==> config.mk <==
export PLATFORM = sky130hd
export DESIGN_NAME = mem_port_arbiter
export DESIGN_NICKNAME = d
export VERILOG_FILES = /design/src/rtl/mem_port_arbiter_pkg.sv /design/src/rtl/mem_port_arbiter_mux2.sv /design/src/rtl/mem_port_arbiter.sv
export SDC_FILE = /design/constraint.sdc
export NUM_CORES = 1
export LEC_CHECK = 0
export CAP_MARGIN = 30
export CELL_PAD_IN_SITES_DETAIL_PLACEMENT = 1
export CELL_PAD_IN_SITES_GLOBAL_PLACEMENT = 1
export CORE_AREA = 2 2 107 109
export CTS_BUF_LIST = sky130_fd_sc_hd__clkbuf_4 sky130_fd_sc_hd__clkbuf_8
export DETAILED_ROUTE_END_ITERATION = 10
export DIE_AREA = 0 0 109 111
export GPL_TIMING_DRIVEN = 0
export PLACE_DENSITY = 0.91
export REMOVE_ABC_BUFFERS = 1
export SLEW_MARGIN = 20
export SYNTH_ARGS = -nofsm -noshare
export SYNTH_HDL_FRONTEND = slang
export SYNTH_SLANG_ARGS = --single-unit
export TNS_END_PERCENT = 30
==> constraint.sdc <==
create_clock -name clk -period 2 [get_ports clk]
set_clock_uncertainty 0.1 [all_clocks]
set_input_delay 0.4 -clock clk [delete_from_list [all_inputs] [get_ports clk]]
set_output_delay 0.4 -clock clk [all_outputs]
set_load 0.1 [all_outputs]
==> src/rtl/mem_port_arbiter_pkg.sv <==
// Shared types and constants for the instruction/data memory port arbiter.
package mem_port_arbiter_pkg;

    typedef enum logic {
        IDLE = 1'b0,
        BUSY = 1'b1
    } state_t;

    localparam logic REQ_IF = 1'b0;
    localparam logic REQ_DM = 1'b1;

    localparam int MEM_LAT_MAX = 15;

endpackage

==> src/rtl/mem_port_arbiter_mux2.sv <==
// Two-input datapath multiplexer: y = sel ? d1 : d0.
module mem_port_arbiter_mux2 #(
    parameter int WIDTH = 32
) (
    input  logic             sel,
    input  logic [WIDTH-1:0] d0,
    input  logic [WIDTH-1:0] d1,
    output logic [WIDTH-1:0] y
);

    assign y = sel ? d1 : d0;

endmodule

==> src/rtl/mem_port_arbiter.sv <==
// Round-robin sharing of one single-ported memory between the fetch port and
// the load/store port; one access in flight, fixed read latency MEM_LAT.
module mem_port_arbiter
    import mem_port_arbiter_pkg::*;
#(
    parameter int AW      = 32,
    parameter int DW      = 32,
    parameter int MEM_LAT = 1
) (
    input  logic          clk,
    input  logic          reset,
    input  logic          if_req,
    input  logic [AW-1:0] if_addr,
    output logic          if_gnt,
    output logic          if_rvalid,
    input  logic          dm_req,
    input  logic          dm_we,
    input  logic [AW-1:0] dm_addr,
    input  logic [DW-1:0] dm_wdata,
    output logic          dm_gnt,
    output logic          dm_rvalid,
    output logic [DW-1:0] rdata,
    output logic          mem_en,
    output logic          mem_we,
    output logic [AW-1:0] mem_addr,
    output logic [DW-1:0] mem_wdata,
    input  logic [DW-1:0] mem_rdata
);

    localparam int CW = $clog2(MEM_LAT + 1);

    generate
        if (MEM_LAT < 1 || MEM_LAT > MEM_LAT_MAX) begin : g_bad_lat
            $error("mem_port_arbiter: MEM_LAT out of range 1..15");
        end
    endgenerate

    state_t        state;
    logic          owner_q;
    logic          last_gnt;
    logic [CW-1:0] cnt;
    logic [31:0]   cnt_w;
    logic          owner_sel;
    logic          issue;

    // Under contention the port that did not win last time gets the access.
    always_comb begin
        owner_sel = REQ_IF;
        if (if_req && dm_req) begin
            owner_sel = ~last_gnt;
        end else if (dm_req) begin
            owner_sel = REQ_DM;
        end
    end

    assign issue     = (state == IDLE) && (if_req || dm_req);
    assign if_gnt    = issue && (owner_sel == REQ_IF);
    assign dm_gnt    = issue && (owner_sel == REQ_DM);
    assign mem_en    = issue;
    assign mem_we    = issue && (owner_sel == REQ_DM) && dm_we;
    assign mem_wdata = (issue && (owner_sel == REQ_DM)) ? dm_wdata : '0;
    assign rdata     = mem_rdata;
    assign cnt_w     = {{(32-CW){1'b0}}, cnt};

    mem_port_arbiter_mux2 #(
        .WIDTH (AW)
    ) u_addr_mux (
        .sel (owner_sel),
        .d0  (if_addr),
        .d1  (dm_addr),
        .y   (mem_addr)
    );

    // rvalid is registered, so it is raised on the edge entering the cnt == 1 cycle.
    always_ff @(posedge clk or posedge reset) begin
        if (reset) begin
            state     <= IDLE;
            owner_q   <= REQ_IF;
            last_gnt  <= REQ_IF;
            cnt       <= '0;
            if_rvalid <= 1'b0;
            dm_rvalid <= 1'b0;
        end else begin
            if_rvalid <= 1'b0;
            dm_rvalid <= 1'b0;
            case (state)
                IDLE: begin
                    if (issue) begin
                        state    <= BUSY;
                        owner_q  <= owner_sel;
                        last_gnt <= owner_sel;
                        cnt      <= CW'(MEM_LAT);
                        if (MEM_LAT == 1) begin
                            if_rvalid <= (owner_sel == REQ_IF);
                            dm_rvalid <= (owner_sel == REQ_DM);
                        end
                    end
                end
                BUSY: begin
                    cnt <= cnt - 1'b1;
                    if (cnt_w == 32'd1) begin
                        state <= IDLE;
                    end else if (cnt_w == 32'd2) begin
                        if_rvalid <= (owner_q == REQ_IF);
                        dm_rvalid <= (owner_q == REQ_DM);
                    end
                end
                default: state <= IDLE;
            endcase
        end
    end

endmodule

==> results of run 1 <==
==> worst max-delay path, delay by kind of cell, from the launching register on <==
kind,cells,cell delay [ns]
AOI/OAI and AO/OA,1,0.22
buffers and inverters,2,0.37
DFF,1,0.48
muxes,1,0.32
==> path summary, 6_finish.rpt <==
| check | start | end | slack, ns | cells past startpoint |
|---|---|---|---|---|
| worst max-delay path | last_gnt | mem_addr[2] | -0.13 | 4 |
| worst min-delay path | reset | if_rvalid | 0.30 | 2 |
| worst max register to register | state | last_gnt | 0.71 | 3 |
| worst min register to register | cnt | state | 0.37 | 1 |
| max in group asynchronous | reset | last_gnt | 1.30 | 2 |
| min in group clk | cnt | state | 0.37 | 1 |
==> state kept, by name (all words and copies together), names as in the netlist <==
register,flops
state,1
last_gnt,1
if_rvalid,1
dm_rvalid,1
cnt,1
==> power groups by stage <==
stage / Clock [mW] / Combinational, mW / Sequential (mW)
after floorplan: 0 / 1.91 / 0.257
after global placement: 0 / 2.67 / 0.185
after detailed placement: 0 / 2.72 / 0.189
after CTS: 0.196 / 3.01 / 0.219
after global routing: 0.205 / 3.53 / 0.228
final: 0.190 / 3.42 / 0.217
==> cells in the mapped netlist <==
master / n / area (µm²)
dfrtp_1: 5 / 125
mux2_2: 30 / 338
inv_1: 2 / 7.51
nor2_1: 4 / 15.0
nor3_1: 1 / 5.00
buf_2: 5 / 25.0
a21boi_4: 1 / 18.8
and2_1: 1 / 6.26
nor3b_1: 33 / 248
buf_6: 6 / 67.6
nand2b_1: 1 / 6.26
a21boi_0: 2 / 15.0
mux2i_1: 2 / 20.0
a21oi_1: 1 / 5.00
mux2_1: 2 / 22.5
buf_4: 32 / 240
nor2b_1: 1 / 6.26
==> per-stage QoR <==
stage	hold slack (ns)	util, %	power, mW	instances
final	0.296	33.0	3.83	420
after global routing	0.330	33.0	3.97	420
after CTS	0.303	27.4	3.42	417
after detailed placement	0.376	24.8	2.91	400
after global placement	0.358	24.5	2.86	399
after floorplan	0.0785	-	2.16	86
==> what timing repair did <==
| action | in CTS | in global routing |
|---|---|---|
| hold buffers | 0 | 0 |
| resized for setup | 513 | 140 |
| setup endpoints to repair | 70 | 67 |
| pin swaps | 4 | 4 |
| buffers inserted | 9 | 4 |
| gates cloned | 5 | 1 |
| endpoints found under the hold margin | 0 | 0 |
==> routing by layer <==
layer	routed length, µm	global-route usage [%]	vias to the layer above
met5	54	4.46	-
li1	-	-	718
met3	1090	7.00	8
met4	90	2.05	2
met1	3130	14.1	775
met2	3680	18.5	156
==> cell families (layout without fill, tap and decap cells) <==
group,after synthesis,after routing,share of synthesized area [%]
buffers and inverters,45,189,29.1
AO/OA/AOI/OAI,4,5,3.31
AND/OR/NAND/NOR,41,44,24.5
multiplexers,34,34,32.5
flip-flops,5,5,10.7
==> cell type report <==
type	count	share of cell area, %
timing repair buffer	183	61.8
multi-input combinational	83	28.3
tap	143	4.89
sequential	5	3.49
clock inverter	1	0.137
inverter	2	0.205
clock buffer	3	1.13
==> reports/results.tsv, run 1 <==
stage	metric	value	unit
run_status	violations	setup timing	
worst_hold_path	min-delay-path-class	input pin to async pin	
power_and_ir_drop	intPower	1.48	mW
place	dp_slack	-1.86	ns
routing	drtIter0Drc	50	
sta	slew_violations	0	
routing	postRouteAntennaNets	0	
sta	rsz0062_at_grt	yes	
setup_path	critical_path_class	flop to output pin	
cells_and_area	seq_area	128	µm²
cells_and_area	final_common_cell	clkdlybuf4s50_1	
global_route	grt_pass1_wl	10600	µm
global_route	grtUsageTotal	12.0	%
cells_and_area	final_cell_mix	98 x clkdlybuf4s50_1, 33 x buf_12, 32 x mux2_4	
sta	hold_viol_final	0	
setup_path	worstPathArrival	1.63	ns
logic_synthesis	yosysWarnings	0	
floorplan	die_x	109	µm
cells_and_area	fillers	1189	
cts	cts_max_path_buffers	2	
floorplan	initial_core_util	10.6	%
cells_and_area	multi_input_area	1040	µm²
sta	worst_pin_slew	1.00	ns
routing	num_vias	1659	
floorplan	dieArea	12100	µm²
job	maxCapViolCount	0	
place	port_buffers	170	
sta	min_period	2.13	ns
global_route	overflow	0	
sta	setup-violations-final	51	
logic_synthesis	synthCells	129	
floorplan	ioPinCount	235	
cells_and_area	syn_to_final_growth	212	%
power_and_ir_drop	p_switching	2.34	mW
floorplan	core-area	11100	µm²
cts	clk_latency	0.22	ns
power_and_ir_drop	p_leak	1.54	nW
floorplan	die_height	111	µm
global_route	grt_max_degree	19	
cts	cts_tree	yes	
cts	cts_buffers	3	
sta	fin_crit_sh	106	%
power_and_ir_drop	power_frac_comb	89.4	%
routing	firstDrtPassIters	4	
cells_and_area	drive_gt1_share	56.7	%
logic_synthesis	syn_area	1170	µm²
sta	max_freq	470	MHz
setup_path	required	1.50	ns
routing	wl_per_cell	19.1	µm
logic_synthesis	synth_seq_cells	5	
floorplan	rows	39	
cts	htreeDepth	1	
logic_synthesis	synthDistinctLibCells	17	
power_and_ir_drop	p_clk_share	5.0	%
sta	finalSetupTns	-4.07	ns
cts	clkSinkCount	5	
setup_path	critPathSlowestCell	dfrtp_2	
cts	cts_root_buf	clkbuf_8	
cts	path_clk_slew	0.04	ns
setup_path	critical_path.endpoint_type	output pin	
cells_and_area	design_area	3660	µm²
sta	slew_headroom	33.3	%
setup_path	critPathMaxFanout	8	
setup_path	critical_path.cell_chain	a21boi_4 > clkbuf_16 > mux2_4 > buf_12	
global_route	antenna_found_initial	0	
cells_and_area	nNetsFinal	411	
power_and_ir_drop	vdd_ir_drop_max	0.000448	V
run_status	status	finished with violations	
place	gp_congestion	0.698	
logic_synthesis	avgSynthCellArea	9.08	µm²
setup_path	cp_slowest_stage_delay	0.48	ns
routing	drc_errors	0	
power_and_ir_drop	swShare	61.2	%
logic_synthesis	ys_seq_area_share	10.7	%
place	place_area	2750	µm²
power_and_ir_drop	power_density	1050	nW/µm²
setup_path	cp-start-kind	flop	
sta	setup_slack	-0.127	ns
routing	wl	8040	µm
cells_and_area	insertedDiodeCount	0	
place	hpwl	5480	µm
routing	viasPerCell	3.95	
global_route	grt_pass1_vias	1817	
power_and_ir_drop	seqPwrFrac	5.7	%
Note: power is estimated with default switching activity, not from simulation.
==> inputs of run 2 (changes only) <==
Settings changed: CTS_CLUSTER_DIAMETER from default to 100.
==> results of run 2 <==
The final DEF is identical to that of run 1; final timing and power are the same.
